===== config.mk =====
export PLATFORM = sky130hd
export DESIGN_NAME = fifo_vector_reader
export DESIGN_NICKNAME = d
export VERILOG_FILES = /design/src/rtl/fifo_vector_reader.sv
export SDC_FILE = /design/constraint.sdc
export NUM_CORES = 1
export LEC_CHECK = 0
export CAP_MARGIN = 40
export CORE_MARGIN = 4
export CORE_UTILIZATION = 48
export CTS_CLUSTER_DIAMETER = 80
export CTS_CLUSTER_SIZE = 28
export DETAILED_ROUTE_END_ITERATION = 16
export PLACE_DENSITY = 0.85
export SLEW_MARGIN = 40
export SYNTH_ARGS = -nofsm -noshare
export SYNTH_HDL_FRONTEND = slang
export SYNTH_SLANG_ARGS = --single-unit

===== constraint.sdc =====
create_clock -name clk -period 3.65 [get_ports clk]
set_input_delay 0.365 -clock clk [delete_from_list [all_inputs] [get_ports clk]]
set_output_delay 0.365 -clock clk [all_outputs]
set_load 0.01 [all_outputs]

===== src/rtl/fifo_vector_reader.sv =====
// ----------------------------------------------------------------------------
// fifo_vector_reader
//
// Drain side of the vector FIFO in the QR decomposition datapath. It pops
// VECTOR_LEN consecutive words from a show-ahead FIFO and packs them into one
// parallel vector. The vector is then offered downstream over a valid/ready
// handshake. This block makes every pop decision, so the FIFO is never read
// while it is empty.
//
// Parameters
//   DATA_WIDTH  width of one FIFO word (one matrix element)
//   VECTOR_LEN  words per vector, 2..16
//   CNT_WIDTH   width of the completed-vector counter
//
// Ports
//   clk          single clock, rising edge
//   reset        synchronous, active-high reset
//   flush        synchronous discard of any partial or held vector
//   fifo_empty   FIFO empty flag
//   fifo_r_data  FIFO head word, valid whenever fifo_empty is low
//   fifo_rd      pop strobe, one word consumed per cycle high
//   vec_data     assembled vector, element 0 (first popped) in the LSBs
//   vec_valid    vec_data holds a complete vector
//   vec_ready    downstream accepts the vector
//   busy         a vector is partly collected or is being held
//   vec_count    vectors accepted downstream, wraps silently
// ----------------------------------------------------------------------------
module fifo_vector_reader #(
    parameter int DATA_WIDTH = 32,
    parameter int VECTOR_LEN = 3,
    parameter int CNT_WIDTH  = 16
) (
    input  logic                             clk,
    input  logic                             reset,
    input  logic                             flush,
    input  logic                             fifo_empty,
    input  logic [DATA_WIDTH-1:0]            fifo_r_data,
    output logic                             fifo_rd,
    output logic [VECTOR_LEN*DATA_WIDTH-1:0] vec_data,
    output logic                             vec_valid,
    input  logic                             vec_ready,
    output logic                             busy,
    output logic [CNT_WIDTH-1:0]             vec_count
);

    localparam int IDX_W = $clog2(VECTOR_LEN);
    localparam logic [IDX_W-1:0] LAST_IDX = IDX_W'(VECTOR_LEN - 1);

    typedef enum logic {
        COLLECT = 1'b0,
        HOLD    = 1'b1
    } state_t;

    state_t           state;
    logic [IDX_W-1:0] idx;

    // A pop is suppressed in reset and flush cycles, so no FIFO word is lost
    // to a vector that is about to be discarded.
    assign fifo_rd = (state == COLLECT) & ~fifo_empty & ~flush & ~reset;

    assign busy = (state == HOLD) | (idx != '0);

    // NOTE: sequential state uses non-blocking assignments only, so every
    // register samples the values from before the edge and evaluation order
    // inside the block does not matter.
    always_ff @(posedge clk) begin
        if (reset) begin
            state     <= COLLECT;
            idx       <= '0;
            vec_valid <= 1'b0;
            vec_count <= '0;
            // NOTE: the vector register is datapath storage, but its reset
            // value is visible on the port, so it is cleared as well.
            vec_data  <= '0;
        end else if (flush) begin
            // Any slot contents left behind are overwritten before the next
            // vec_valid, so only the control state is cleared here.
            state     <= COLLECT;
            idx       <= '0;
            vec_valid <= 1'b0;
        end else if (state == COLLECT) begin
            if (!fifo_empty) begin
                for (int i = 0; i < VECTOR_LEN; i++) begin
                    if (idx == IDX_W'(i)) begin
                        vec_data[i*DATA_WIDTH +: DATA_WIDTH] <= fifo_r_data;
                    end
                end
                if (idx == LAST_IDX) begin
                    idx       <= '0;
                    state     <= HOLD;
                    vec_valid <= 1'b1;
                end else begin
                    idx <= idx + 1'b1;
                end
            end
        end else begin
            // HOLD: vec_data is frozen until downstream takes it.
            if (vec_ready) begin
                state     <= COLLECT;
                vec_valid <= 1'b0;
                vec_count <= vec_count + 1'b1;
            end
        end
    end

endmodule


==> Word-level counts from Yosys, hierarchy flattened <==
Cells that the tools add are included.
{ "word_totals": {"word_cells": 40, "memories": 0, "input_bits": 37, "ram_bits": 0, "romBits": 0, "latch_bits": 0, "ff_bits": 116, "output_inout_bits": 115} }
{ "op_classes": {"order_cmp": 0, "muxes": 9, "div": 0, "n_reduce_logical": 10, "eq_ne": 4, "n_bitwise": 8, "addsub": 2, "mul": 0, "n_shift": 0} }
{ "ops": {"columns": ["operator", "n"], "rows": [
  ["$add 16x1->16 const B", 1],
  ["$reduce_and 4->1", 3],
  ["$mux 1", 8],
  ["$reduce_and 3->1", 2],
  ["$not 1->1", 4],
  ["$reduce_bool 2->1", 2],
  ["$and 1x1->1", 3],
  ["$add 2x1->2 const B", 1],
  ["$eq 2x1->1 const B", 1],
  ["$eq 2x2->1 const B", 1],
  ["$logic_not 2->1", 1],
  ["$mux 2", 1],
  ["$ne 2x1->1 const B", 1],
  ["$ne 2x2->1 const B", 1],
  ["$reduce_and 2->1", 1],
  ["$reduce_or 2->1", 1],
  ["$or 1x1->1", 1]
]} }

==> Longest topological paths before layout <==
{ "logic_depth": {"word_depth": 4, "mapped_depth": 6, "ltp_nobuf": 5} }

==> Worst setup path before layout <==
OpenSTA, ideal clock, no wires.
{ "synth_timing": {"path_type": "in2out", "from": "input reset", "to": "output fifo_rd", "required_ns": 3.285, "cell_stages": 3, "slack_ns": 2.190, "path_buffers": 1, "t_arrival_ns": 1.095, "path_cell_list": "clkbuf_1 -> or2_2 -> nor3_1"} }
{ "synth_via": {"elab_chain_cells": 2} }
{ "synth_rtl": {"columns": ["item", "line_no", "rtl"], "rows": [
  ["from (decl)", "34", "input logic reset,"],
  ["$not 1->1", "59", "assign fifo_rd = (state == COLLECT) & ~fifo_empty & ~flush & ~reset;"],
  ["$and 1x1->1", "59", null],
  ["to (decl)", "38", "output logic fifo_rd,"]
]} }
Every way passes these cells.

==> Worst setup path in the final report <==
{ "layout_timing": {"from": "input flush", "to": "output fifo_rd"} }
{ "layout_via": {"elab_chain_cells": 3} }
{ "layout_rtl": {"columns": ["item", "line_no", "rtl"], "rows": [
  ["from (decl)", "35", "input logic flush,"],
  ["$not 1->1 (no source line)", null, null],
  ["$and 1x1->1 (2 in series)", "59", null]
]} }
Every way passes these cells.

==> impl_metrics.tcl <==
set metrics [dict create \
    status "complete, no violations" \
    syn_inst 534 \
    endpoint_kind "primary output" \
    clk_latency_ns 0.51 \
    layout_commonest_cell "nand2_1" \
    worst-path-max-fanout 5 \
    finalSetupViolCount 0 \
    cts_tree "built" \
    ys_types 30 \
    tightest_slew_ns 0.828 \
    hold_slack_ns 0.186 \
    dpl_cell_area_sq_um 5780 \
    final_layout_size_suffix_gt1_frac 0.0640 \
    avgSynthCellArea_sq_um 7.94 \
    min_path_cells 3 \
    io_pins 152 \
    core_sq_um 8640 \
    antenna_found_initial 0 \
    cap_violations 0 \
    track_usage 0.241 \
    worstSetupPathType "input port to primary output" \
    critPathArrivalTime_ns 1.95 \
    syn_area_sq_um 4240 \
    min_period_over_period 0.635 \
    vdd_ir_drop_max_uv 300 \
    final-max-slew-violation-count 0 \
    grt_overflow_total 0 \
    routabilityCongestion 0.817 \
    die_y_um 102 \
    fin_nets 712 \
    areaGrowthSynthToFinish_pct 49.6 \
    max_freq_mhz 432 \
    wire_per_inst_um 15.9 \
    cts_buffers 17 \
    cts_htree_levels 4 \
    cts_setup_buffers 0 \
    most-common-layout-cells "203 x nand2_1, 150 x clkdlybuf4s50_1, 116 x dfxtp_1, 102 x a21oi_1, 20 x nor2_1" \
    initial_utilization 0.491 \
    grt_pass1_vias 3987 \
    place_hpwl_mm 8.25 \
    clock-root-buffer "clkbuf_8" \
    fin_crit_ns 2.32 \
    clock_path_buffers 2 \
    rsz0062_at_grt "no" \
    crit_required_ns 3.28 \
    skew_ns 0.00701 \
    grt_first_pass_wirelength_mm 19.5 \
    r2r_slack_ns 1.48 \
    ant_nets 0 \
    yosysWarnings 0 \
    total_power_uw 3080 \
    wl_mm 12.6 \
    synth-main-ff-cell "dfxtp_1" \
    slew_headroom 0.448 \
    clk_pin_slew_ns 0.05 \
    async_reset_ff_frac 0 \
    die_area_sq_um 10400 \
    stdcell_area_sq_um 6340 \
    ff2ff_path_depth 5 \
    p_per_area_nw_per_um2 486 \
    first_pass_iters 5 \
    port_buffers 151 \
    total_leakage_power_uw 0.00220 \
    drt_drc_violations_left 0 \
    die_w_um 102 \
    cts_hold_buffers 0 \
    antenna_cells 0 \
    ys_seq_area_frac 0.548 \
    grt_start_max_net_pins 116 \
    synth_seq_cells 116 \
    drtIter0Drc 178 \
    ctsResizeCount 0 \
    syn-num-nets 572 \
    hold_viol 0 \
    tns_ns 0 \
    route.vias.total 4207 \
    cts.sinks 116 \
    num_rows 34 \
    synth_edf_count 0 \
    hold_class "input port to flip-flop" \
    routed_via_density 5.29 \
    startpoint_type "input port" \
]
## registers in the layout, summed over array words and instances, names as in the netlist
| signal | flops |
|---|---|
| vec_valid | 1 |
| state | 1 |
| vec_data | 96 |
| vec_count | 16 |
| idx | 2 |
## cell usage after synthesis, types with 3 or more instances
master	number	area (sq um)
nand3_1	4	20.0
nor4_1	5	31.3
xnor2_1	10	87.6
nand4_1	3	18.8
nor3_1	6	30.0
dfxtp_1	116	2320
nor2_1	20	75.1
nor2b_1	4	25.0
clkbuf_1	22	82.6
buf_2	12	60.1
a21oi_1	102	510
o21ai_0	3	15.0
nand2_1	205	769
## metrics by stage
step	utilization	worst slack [ns]	cells
2_1_floorplan	-	2.19	534
3_3_place_gp	0.668	1.25	763
3_5_place_dp	0.669	1.16	763
4_1_cts	0.735	1.33	795
5_1_grt	0.735	1.22	795
6_report	0.735	1.33	795
## logic make-up (layout without fill, tap and decap cells)
group | after synthesis | after routing | synth area share
AOI/OAI and AO/OA | 106 | 106 | 0.126
xor gates and xnor gates | 11 | 11 | 0.0227
adders and majority gates | 1 | 1 | 0.00295
buffers and inverters | 37 | 190 | 0.0372
DFF | 116 | 116 | 0.548
muxes | 3 | 3 | 0.00767
and+or+nand+nor | 260 | 260 | 0.256
## worst paths after layout
kind | from | to
worst max-delay path | flush | fifo_rd
worst min-delay path | reset | vec_valid$_SDFFE_PP0P_
worst max register to register | state$_SDFF_PP0_ | vec_data[18]$_SDFFE_PP0P_
worst min register to register | vec_data[46]$_SDFFE_PP0P_ | vec_data[46]$_SDFFE_PP0P_
## metal layers
metal	track usage	share of wire	vias to the layer above
met5	0	0	-
li1	-	-	2015
met1	0.285	0.40	1986
met2	0.397	0.49	171
met3	0.0840	0.086	35
met4	0.103	0.029	0
## cell type report
type                    count  area [sq um]
clock buffers              21           429
multi-input cells         381          1760
fillers                   646          2290
well taps                 108           135
inverters                   2          7.51
flip-flops and latches    116          2320
repair buffers            156          1550
clock inverters            11           135
## critical path, stage by stage
cell             delay [ns]
clkdlybuf4s50_1        0.49
or2_2                  0.38
nor3_1                 0.15
clkdlybuf4s50_1        0.57
## power by group
part / internal, uW / switching, uW
clock: 1030 / 556
combinational: 92.5 / 100
sequential: 1290 / 12.3
total: 2410 / 668
No activity file was read; power rests on OpenSTA's default activity.
==> edit: new RTL, same settings <==
Change the parameter `CNT_WIDTH` from 16 to 20.
--- a/src/rtl/fifo_vector_reader.sv
+++ b/src/rtl/fifo_vector_reader.sv
@@ -28,7 +28,7 @@
 module fifo_vector_reader #(
     parameter int DATA_WIDTH = 32,
     parameter int VECTOR_LEN = 3,
-    parameter int CNT_WIDTH  = 16
+    parameter int CNT_WIDTH  = 20
 ) (
     input  logic                             clk,
     input  logic                             reset,
Interface: changed (resized vec_count); port bits go from 152 to 156. The function was not compared with the original's and may differ.
==> edit against the unedited design <==
  * Clock skew about the same
  * Largest cell class unchanged
  * Design area up 4.4%
  * Synthesized area up 4.5%
  * Power up 4.3%
  * Setup slack better by 0.017 ns
  * Sequential cell count up 4
  * Critical endpoint unchanged
  * Die area up 4.1%
  * Critical path type unchanged
  * Sequential share of layout area down 0.34 points
  * Routed wire length up 4.4%
==> edit: results (changes against the unedited design) <==
[place]
place.gp.congestion=0.831  ; +1.6%
portBuffers=155  ; +2.6%
dp_hpwl_mm=9.11  ; +10%

[synthesis]
synthesis.nets=592  ; +3.5%
synth_compound_area_frac=0.131  ; +0.00504
synth_cell_types=31  ; +3.3%
netlist_top_cells_area=dfxtp_1, nand2_1, a21oi_1
synthAdderAreaFrac=0.00282  ; -0.000127
synthMuxAreaShare=0.00480  ; -0.00287
synthTopCellsByCount=nand2_1, dfxtp_1, a21oi_1
yosysSeqAreaShare=0.542  ; -0.00544
synthXorXnorAreaFrac=0.0218  ; -0.000976

[layout]
fin_nets=738  ; +3.7%
drive_above_1_share=0.0645  ; +0.000470
top_regs=vec_data: 96 flops, vec_count: 20 flops, idx: 2 flops
antenna_cells=0  ; unchanged

[clock_tree]
cts_sinks=120  ; +3.4%
cts_setup_buffers=0  ; unchanged
clk_pin_slew_ns=0.06

[setup_path]
rrSetupSlack_ns=1.44  ; -0.04 ns
crit_arrival_ns=1.93  ; -0.02 ns
r2r_end=vec_data[44]

[outcome]
status=complete, no violations

[timing]
whs_ns=0.0530  ; -0.133 ns
finClkSkew_ns=0.00657  ; -0.000438 ns
max_slew_margin=0.521  ; +0.0732

[hold_path]
hold_path_end=vec_count[16]
holdPathStages=2  ; -1

[route]
wl_met2_mm=6.53  ; +6.1%
drt_wl_total_mm=13.2  ; +4.4%
vias=4366  ; +3.8%
wl_met3_um=936  ; -14%
wirelength_met1_mm=5.45  ; +8.5%
top_layer=met4
drt-initial-drc-count=168  ; -5.6%

[power_and_ir_drop]
cellLeakagePower_nw=2.30  ; +4.6%
peakVddDrop_mv=0.322  ; +7.2%

[grt]
grt_pass1_wl_mm=21.7  ; +11%
track_usage=0.245  ; +0.00391
grt_max_degree=117  ; +0.86%

edit: through the flow:
| step | cells | power, mW | area, um2 | setup slack (ns) |
|---|---|---|---|---|
| after global routing | 821 | 3.31 | 6620 | 1.20 |
| after CTS | 821 | 3.23 | 6620 | 1.33 |
| final | 821 | 3.21 | 6620 | 1.35 |
| after global placement | 789 | 1.56 | 6020 | 1.23 |
| after detailed placement | 789 | 1.56 | 6020 | 1.14 |
| after floorplan | 554 | 1.45 | 4430 | 1.79 |
edit: critical path, cell delays in order:
cell,delay (ns)
clkdlybuf4s50_1,0.49
or2_2,0.37
nor3_1,0.15
clkdlybuf4s50_1,0.56
edit: final cells by class:
| class | instances | area [um2] |
|---|---|---|
| timing repair buffer | 162 | 1610 |
| fill | 670 | 2220 |
| clock buffer | 19 | 432 |
| inverter | 2 | 7.51 |
| clock inverter | 13 | 170 |
| multi-input combinational | 397 | 1870 |
| tap | 108 | 135 |
| sequential | 120 | 2400 |
edit: where the power goes:
part	switching (mW)	internal (mW)	total, mW
Sequential	0.0127	1.33	1.35
Clock	0.609	1.07	1.68
Combinational	0.0992	0.0927	0.192
edit: routing by layer:
metal | GRT usage | up-vias
li1 | - | 2111
met1 | 0.284 | 2056
met2 | 0.416 | 181
met3 | 0.0757 | 18
met4 | 0.104 | 0
met5 | 0 | -
edit: cell families (layout without fill, tap and decap cells):
kind of cell,after synthesis,count (layout)
flip-flops,120,120
AND/OR/NAND/NOR,267,267
AO/OA/AOI/OAI,116,116
XOR/XNOR,11,11
buffers and inverters,37,196
multiplexers,2,2
adder cells (fa/ha/maj),1,1
